[config.mk]
export PLATFORM = sky130hd
export DESIGN_NAME = sd_cmd_ctrl
export DESIGN_NICKNAME = d
export VERILOG_FILES = /design/src/rtl/sd_cmd_ctrl.sv
export SDC_FILE = /design/constraint.sdc
export NUM_CORES = 1
export LEC_CHECK = 0
export CORE_MARGIN = 10
export CORE_UTILIZATION = 25
export DETAILED_ROUTE_END_ITERATION = 16
export DONT_BUFFER_PORTS = 1
export HOLD_SLACK_MARGIN = 0.08
export PLACE_DENSITY = 0.37
export SYNTH_ARGS = -nofsm -noshare
export SYNTH_HDL_FRONTEND = slang
export SYNTH_SLANG_ARGS = --single-unit
[constraint.sdc]
create_clock -name Clk -period 2.9 [get_ports Clk]
set_clock_uncertainty 0.1 [all_clocks]
set_input_delay 0.29 -clock Clk [delete_from_list [all_inputs] [get_ports Clk]]
set_output_delay 0.29 -clock Clk [all_outputs]
set_load 0.1 [all_outputs]
[src/rtl/sd_cmd_ctrl.sv]
// Host-side SD CMD line sequencer: serializes a 48-bit command token with CRC7,
// then optionally captures and checks an R48 or R136 response from the card.
module sd_cmd_ctrl #(
  parameter int gNcrMax = 64,
  parameter int gNccMin = 8
) (
  input  logic         Clk,
  input  logic         nResetAsync,
  input  logic         iStrobe,
  input  logic         iStart,
  input  logic [5:0]   iIndex,
  input  logic [31:0]  iArg,
  input  logic [1:0]   iRespType,
  output logic         oBusy,
  output logic         oDone,
  output logic [3:0]   oStatus,
  output logic [5:0]   oRespIndex,
  output logic [31:0]  oRespArg,
  output logic [127:0] oResp136,
  output logic         oCmd,
  output logic         oCmdEn,
  input  logic         iCmd
);

  localparam int MAX_A   = (gNcrMax > 135) ? gNcrMax : 135;
  localparam int CNT_MAX = (gNccMin > MAX_A) ? gNccMin : MAX_A;
  localparam int CNT_W   = $clog2(CNT_MAX + 1);

  typedef enum logic [2:0] {
    IDLE,
    SEND,
    WAIT_RESP,
    RECV,
    NCC_WAIT
  } state_t;

  state_t             state_q, state_d;
  logic [CNT_W-1:0]   cnt;
  logic [39:0]        tx;
  logic [6:0]         crc;
  logic [5:0]         idx_q;
  logic [1:0]         type_q;
  logic [126:0]       rx;
  logic [127:0]       rx_new;
  logic [CNT_W-1:0]   rx_last;
  logic               tx_bit;
  logic               send_done;
  logic               wait_timeout;
  logic               rx_done;
  logic               ncc_done;
  logic [3:0]         resp_status;

  function automatic logic [6:0] crc7_step(input logic [6:0] c, input logic b);
    logic fb;
    fb = c[6] ^ b;
    return {c[5:3], c[2] ^ fb, c[1:0], fb};
  endfunction

  always_comb begin
    rx_new       = {rx, iCmd};
    rx_last      = (type_q == 2'b11) ? CNT_W'(134) : CNT_W'(46);
    send_done    = (state_q == SEND) && iStrobe && (cnt == CNT_W'(48));
    wait_timeout = (state_q == WAIT_RESP) && iStrobe && iCmd && (cnt == CNT_W'(gNcrMax - 1));
    rx_done      = (state_q == RECV) && iStrobe && (cnt == rx_last);
    ncc_done     = (state_q == NCC_WAIT) && iStrobe && (cnt == CNT_W'(gNccMin - 1));

    // Token layout: 40 payload bits, then the CRC7 remainder, then the end bit
    tx_bit = 1'b1;
    if (cnt < CNT_W'(40)) begin
      tx_bit = tx[39];
    end else if (cnt < CNT_W'(47)) begin
      tx_bit = crc[6];
    end

    // CRC and index are only meaningful for the checked R48 type
    resp_status    = 4'b0000;
    resp_status[1] = ~rx_new[0];
    if (type_q == 2'b01) begin
      resp_status[2] = (crc != rx_new[7:1]);
      resp_status[0] = (rx_new[45:40] != idx_q);
    end
  end

  always_ff @(posedge Clk or negedge nResetAsync) begin
    if (!nResetAsync) begin
      state_q <= IDLE;
    end else begin
      state_q <= state_d;
    end
  end

  always_comb begin
    state_d = state_q;
    case (state_q)
      IDLE: begin
        if (iStart) begin
          state_d = SEND;
        end
      end
      SEND: begin
        if (send_done) begin
          state_d = (type_q == 2'b00) ? NCC_WAIT : WAIT_RESP;
        end
      end
      WAIT_RESP: begin
        if (iStrobe && !iCmd) begin
          state_d = RECV;
        end else if (wait_timeout) begin
          state_d = NCC_WAIT;
        end
      end
      RECV: begin
        if (rx_done) begin
          state_d = NCC_WAIT;
        end
      end
      NCC_WAIT: begin
        if (ncc_done) begin
          state_d = IDLE;
        end
      end
      default: state_d = IDLE;
    endcase
  end

  always_ff @(posedge Clk or negedge nResetAsync) begin
    if (!nResetAsync) begin
      oBusy      <= 1'b0;
      oDone      <= 1'b0;
      oStatus    <= '0;
      oRespIndex <= '0;
      oRespArg   <= '0;
      oResp136   <= '0;
      oCmd       <= 1'b1;
      oCmdEn     <= 1'b1;
      cnt        <= '0;
      tx         <= '0;
      crc        <= '0;
      idx_q      <= '0;
      type_q     <= '0;
      rx         <= '0;
    end else begin
      oDone <= 1'b0;
      case (state_q)
        IDLE: begin
          if (iStart) begin
            idx_q   <= iIndex;
            type_q  <= iRespType;
            tx      <= {2'b01, iIndex, iArg};
            crc     <= '0;
            cnt     <= '0;
            oBusy   <= 1'b1;
            oStatus <= '0;
          end
        end
        SEND: begin
          if (send_done) begin
            cnt <= '0;
            if (type_q == 2'b00) begin
              oDone <= 1'b1;
            end else begin
              oCmdEn <= 1'b0;
            end
          end else if (iStrobe) begin
            oCmd <= tx_bit;
            cnt  <= cnt + 1'b1;
            if (cnt < CNT_W'(40)) begin
              tx  <= {tx[38:0], 1'b0};
              crc <= crc7_step(crc, tx[39]);
            end else if (cnt < CNT_W'(47)) begin
              crc <= {crc[5:0], 1'b0};
            end
          end
        end
        WAIT_RESP: begin
          if (iStrobe) begin
            if (!iCmd) begin
              cnt <= '0;
              crc <= '0;
            end else if (wait_timeout) begin
              cnt     <= '0;
              oStatus <= 4'b1000;
              oDone   <= 1'b1;
              oCmdEn  <= 1'b1;
            end else begin
              cnt <= cnt + 1'b1;
            end
          end
        end
        RECV: begin
          if (iStrobe) begin
            rx  <= rx_new[126:0];
            cnt <= cnt + 1'b1;
            // The R48 CRC covers frame bits 46:8, the first 39 bits after the start bit
            if (cnt < CNT_W'(39)) begin
              crc <= crc7_step(crc, iCmd);
            end
            if (rx_done) begin
              cnt     <= '0;
              oDone   <= 1'b1;
              oCmdEn  <= 1'b1;
              oStatus <= resp_status;
              if (type_q == 2'b11) begin
                oResp136 <= rx_new;
              end else begin
                oRespIndex <= rx_new[45:40];
                oRespArg   <= rx_new[39:8];
              end
            end
          end
        end
        NCC_WAIT: begin
          if (ncc_done) begin
            cnt   <= '0;
            oBusy <= 1'b0;
          end else if (iStrobe) begin
            cnt <= cnt + 1'b1;
          end
        end
        default: ;
      endcase
    end
  end

endmodule

======== Word-level counts from Yosys, hierarchy flattened ========
Cells that the tools add are included.
storage, ports and cells
  register bits ........................... 367
  word-level logic and storage cells ...... 149
operators by class
  $add $sub $neg .......................... 1
  magnitude comparators ................... 3
  equality and inequality tests ........... 28
  multiplexer cells ....................... 64
  bitwise gates (word level) .............. 7
  reduce and logical (&&, ||, !) cells .... 31
operators with widths
  cell                                                                           count
  40-bit 2-to-1 mux                                                              4
  8-bit 2-to-1 mux                                                               10
  40-bit case mux with 2 select lines                                            1
  7-bit 2-to-1 mux                                                               9
  8-bit case mux with 5 select lines                                             1
  7-bit case mux with 4 select lines                                             1
  8-bit by 6-bit less-than comparator with 1-bit output (second input constant)  3
  4-bit 2-to-1 mux                                                               6
  2-bit inequality test (second input constant)                                  12
  3-bit 2-to-1 mux                                                               7
  1-bit 2-to-1 mux                                                               20
  8-bit by 6-bit == test with 1-bit output (second input constant)               2
  3-bit case mux with 5 select lines                                             1
  4-bit case mux with 3 select lines                                             1
  4-bit AND reduction                                                            3
  1-bit logical AND                                                              10
  5-bit AND reduction                                                            2
  9-bit AND reduction                                                            1
  8-bit by 1-bit adder with 8-bit output (second input constant)                 1
  8-bit by 3-bit == test with 1-bit output (second input constant)               1
  8-bit == test                                                                  1
  8-bit AND reduction                                                            1
  7-bit inequality test                                                          1
  7-bit AND reduction                                                            1
  22 further kinds                                                               34

======== Logic depth before layout (Yosys ltp) ========
  depth after elaboration ................. 8
  mapped depth ............................ 9
  mapped depth without buffers ............ 7

======== Least setup slack after synthesis ========
OpenSTA, ideal clock, no wires.
  path type ............................... register -> register
  start ................................... register cnt[7]
  end ..................................... register state_q[0]
  arrival time ............................ 2.036 ns
  data required time ...................... 2.675 ns
  setup slack ............................. 0.639 ns
  stages on the path, launching flop included .. 6
  path buffers ............................ 0
  clock period less this slack ............ 2.261 ns
  cells stage by stage .................... dfrtp_1 -> or4b_4 -> o21ai_1 -> a21oi_1 -> or4_4 -> mux2_4
between the ends
  longest elaborated chain between the ends .. 4
  elaborated cells between the ends (all ways) .. 13
  classes of those cells .................. 8 x eq/ne; 5 x reduce/logical
ends and longest elaborated chain
  item                                                                                                               line  RTL
  from (decl)                                                                                                        38    logic [CNT_W-1:0] cnt;
  from (signal assigned)                                                                                             166   cnt <= cnt + 1'b1;
  from (signal assigned)                                                                                             186   cnt <= cnt + 1'b1;
  from (signal assigned)                                                                                             193   cnt <= cnt + 1'b1;
  8-bit by 6-bit == test with 1-bit output (tied with other cells)                                                   63    wait_timeout = (state_q == WAIT_RESP) && iStrobe && iCmd && (cnt == CNT_W'(gNcrMax - 1));
  1-bit logical AND, on equally long branches                                                                        n/a
  3-bit by 2-bit inequality test with 1-bit output (no source line) / 2-bit inequality test (equally long branches)  n/a
  5-bit AND reduction (no source line) (*)                                                                           n/a
  to (signal assigned)                                                                                               88    state_q <= state_d;
  to (decl)                                                                                                          37    state_t state_q, state_d;
Mark *: on every way between the ends. The rest lies on a longest branch, timed or not.
A chain may end at the register's enable or synchronous reset.

======== Final worst setup path ========
  start ................................... register cnt[7]
  end ..................................... register oResp136[64]
between the ends
  longest elaborated chain between the ends .. 3
ends and longest elaborated chain
  item                                  line  RTL
  8-bit == test                         64    rx_done = (state_q == RECV) && iStrobe && (cnt == rx_last);
  1-bit logical AND                     64
  4-bit AND reduction (no source line)  n/a
  to (signal assigned)                  204   oResp136 <= rx_new;
  to (decl)                             19    output logic [127:0] oResp136,
No other way between the ends.

==> impl_metrics.toml <==
[outcome]
status = "finished with violations"
violations = "hold timing"

[worst_setup_path]
cp_top_family = "simple AND/OR/NAND/NOR gates"
rr_endpoint = "oResp136[64]$_DFFE_PN0P_"
critPathBufInv = 2
startpoint = "cnt[7]$_DFFE_PN0P_"
r2r_slack_ns = 0.30
crit_required_ns = 3.24
cpPeakStageDelay_ns = 0.47
cp-start-kind = "register"
crit_top_cell = "buf_12"
cp-end-kind = "register"
rr_worst_depth = 7
slowest_stage = "dfrtp_1"
cp_max_fo = 39
path_cells = "or3b_1 > mux2i_1 > nand4_1 > nor2_4 > buf_12 > buf_12 > mux2_2"
crit_type = "reg -> reg"
worstReg2RegStart = "cnt[7]$_DFFE_PN0P_"
crit_arrival_ns = 2.95

[clocking]
clk_latency_ns = 0.57
clockRootBuffer = "clkbuf_16"
postCtsSetupRepairBufs = 0
cts_resized = 0
cts_buffers = 45
cts_tree = "done"
holdBufCountCts = 44
cts_buffer_depth = 3
clkTransAtPathRegs_ns = 0.06
h-tree-depth = 2
cts_sinks = 367

[yosys]
yosysSeqAreaShare = 0.617
synth_area_mm2 = 0.0149
synth_warnings = 0
synthesis.nets = 1075
synth-seq-cells = 367
synth_edf_count = 0
synth_ff_type = "dfrtp_1"
syn_avg_cell_area_um2 = 14.5
syn_inst = 1027
synthDistinctLibCells = 64
synth-async-reset-ratio = 1.00

[cells_and_area]
multiInputGateArea_mm2 = 0.00537
nNetsFinal = 1142
antenna_cells = 0
fin_util = 0.304
seqCellArea_mm2 = 0.00919
area_growth_pct = 20.6
layout-drive-gt1-share = 0.371
fillers = 5966

[grt]
top_usage_layer = "met2"
grt_util_met3 = 0.0412
grt.total_usage = 0.104
gr-usage-met1 = 0.127
grt_max_degree = 368
first_global_vias = 8748
grt.overflow.total = 0
grt_pass1_wl_mm = 57.5
use_met2 = 0.164
antenna_found_initial = 0

[detailed_routing]
dr.pass1.iters = 4
viasPerCell = 4.38
drtAntennaViolNets = 0
wl_mm = 36.6
vias = 8335
drc = 0
drtIter0Drc = 286
wl_per_cell_um = 19.2

[power_and_ir_drop]
power_frac_clock = 0.423
static-leakage-power_nw = 8.66
p_sw_frac = 0.274
p_seq_frac = 0.420
ir_drop_v = 0.000347
p_per_area_mw_per_mm2 = 791
p_switching_mw = 3.90
internal_power_mw = 10.3
pwr-share-comb = 0.156

[die]
design.core.area_mm2 = 0.0590
start_util = 0.252
dieHeight_um = 264
fp-row-count = 89
die_x_um = 264
io_pins = 219
die_area_mm2 = 0.0697

[sta]
relSlewSlack = 0.338
layout_min_cycle_time_ns = 2.60
setup_viol = 0
hold_viol_final = 367
rsz0062_at_grt = "false"
worst_pin_slew_ns = 0.993
min_period_over_period = 0.898
fmax_mhz = 384
totalNegativeSetupSlack_ns = 0
whs_ns = -0.673
slew_violations = 0

[placement]
portBuffers = 0
dp_hpwl_mm = 23.4
gp_congestion = 0.797

[flow_run]
cap_violations = 0

[min_path]
hp-class = "in -> async"
==> logic make-up (layout without fill, tap and decap cells) <==
kind of cell	Yosys count	in the layout	share of synthesized area
buf+inv	68	169	0.0246
xor+xnor	15	15	0.00883
compound gates	95	95	0.0393
simple gates	126	126	0.0430
flops	367	367	0.617
mux	353	353	0.265
fa+ha+maj	3	3	0.00252
==> metal layers <==
| metal | wire [µm] | vias up |
|---|---|---|
| met5 | 0 | - |
| met4 | 861 | 0 |
| met3 | 3010 | 55 |
| met2 | 17200 | 177 |
| met1 | 15500 | 4299 |
| li1 | - | 3804 |
==> worst register-to-register path: cells and delay by family, from the launching register on <==
kind,cells,cell delay [ns]
and+or+nand+nor,3,0.91
muxes,2,0.64
DFF,1,0.47
buffers and inverters,2,0.37
==> registers in the layout, summed over array words and instances, names as in the netlist <==
name and count:
oStatus 4, rx 127, idx_q 6, oRespIndex 6, oDone 1, tx 40, oResp136 128, oRespArg 32
type_q 2, oCmd 1, cnt 8, oCmdEn 1, crc 7, oBusy 1, state_q 3
==> placed cells by master (no fill, tap or decap), types with 4 or more instances in the layout <==
cell,count
a21oi_1,11
and3_1,5
buf_12,8
buf_4,26
bufinv_16,6
clkbuf_1,9
clkbuf_16,46
clkbuf_8,11
clkinv_2,4
dfrtp_1,365
dlygate4sd3_1,44
inv_1,10
mux2_1,14
mux2_2,289
mux2_4,5
mux2i_1,45
nand2_1,58
nand3_1,7
nor2_1,15
nor3_1,5
o211ai_1,5
o21ai_0,49
xnor2_1,5
xor2_1,10
==> cell usage after synthesis, types with 2 or more instances <==
cell type | number | area share
nand2_1 | 59 | 0.015
o2bb2ai_1 | 2 | 0.0012
buf_2 | 22 | 0.0074
mux2i_1 | 45 | 0.030
nand4_1 | 3 | 0.0013
nor2b_1 | 2 | 0.00084
xnor2_1 | 5 | 0.0029
dfrtp_1 | 365 | 0.61
and2_1 | 2 | 0.00084
mux2_4 | 5 | 0.0050
nand4b_1 | 3 | 0.0018
or2_2 | 2 | 0.00084
or4_4 | 2 | 0.0015
nand3_1 | 7 | 0.0024
o41ai_1 | 3 | 0.0018
a21oi_1 | 13 | 0.0044
xor2_1 | 10 | 0.0059
nand2b_1 | 2 | 0.00084
nor3b_1 | 4 | 0.0020
dfstp_2 | 2 | 0.0035
inv_1 | 10 | 0.0025
o211ai_1 | 5 | 0.0025
ha_1 | 3 | 0.0025
mux2_2 | 289 | 0.22
nor4_1 | 3 | 0.0013
clkbuf_8 | 3 | 0.0028
nand3b_1 | 2 | 0.0010
clkbuf_1 | 26 | 0.0066
o21ai_0 | 49 | 0.016
and3_1 | 5 | 0.0021
o21ai_1 | 3 | 0.0010
nor2_1 | 16 | 0.0040
a32o_1 | 3 | 0.0020
mux2_1 | 14 | 0.011
buf_4 | 4 | 0.0020
buf_6 | 2 | 0.0015
nor3_1 | 5 | 0.0017
==> through the flow <==
step / setup slack (ns) / cell area [µm²] / power [mW] / std cells
finish: 0.295 / 18000 / 14.2 / 1901
global route: 0.101 / 18000 / 15.0 / 1901
CTS: 0.264 / 18000 / 14.5 / 1901
detailed placement: 0.257 / 15900 / 8.28 / 1776
global placement: 0.286 / 15900 / 8.25 / 1776
floorplan: 0.639 / 14900 / 7.66 / 1027
==> power groups by stage <==
stage          Combinational [mW]  Clock, mW  Sequential [mW]
2_1_floorplan                1.65          0             6.01
3_3_place_gp                 2.19          0             6.06
3_5_place_dp                 2.21          0             6.06
4_1_cts                      2.27       6.28             5.97
5_1_grt                      2.48       6.50             6.03
6_report                     2.22       6.01             5.97
==> layout make-up <==
type / instances / share of cell area
Multi-Input combinational cell: 592 / 0.299
Clock buffer: 66 / 0.0744
Inverter: 10 / 0.00209
Timing Repair Buffer: 78 / 0.0443
Tap cell: 773 / 0.0539
Clock inverter: 15 / 0.0145
Sequential cell: 367 / 0.512
==> worst max path at each step <==
stage,endpoint,slack (ns),cells after the start
after floorplan,state_q[0]$_DFFE_PN0P_,0.64,5
after global placement,oResp136[123]$_DFFE_PN0P_,0.29,8
after detailed placement,oResp136[0]$_DFFE_PN0P_,0.26,8
after CTS,oResp136[125]$_DFFE_PN0P_,0.26,8
after global routing,oResp136[124]$_DFFE_PN0P_,0.10,8
final,oResp136[64]$_DFFE_PN0P_,0.30,7
(Power assumes the default switching activity.)
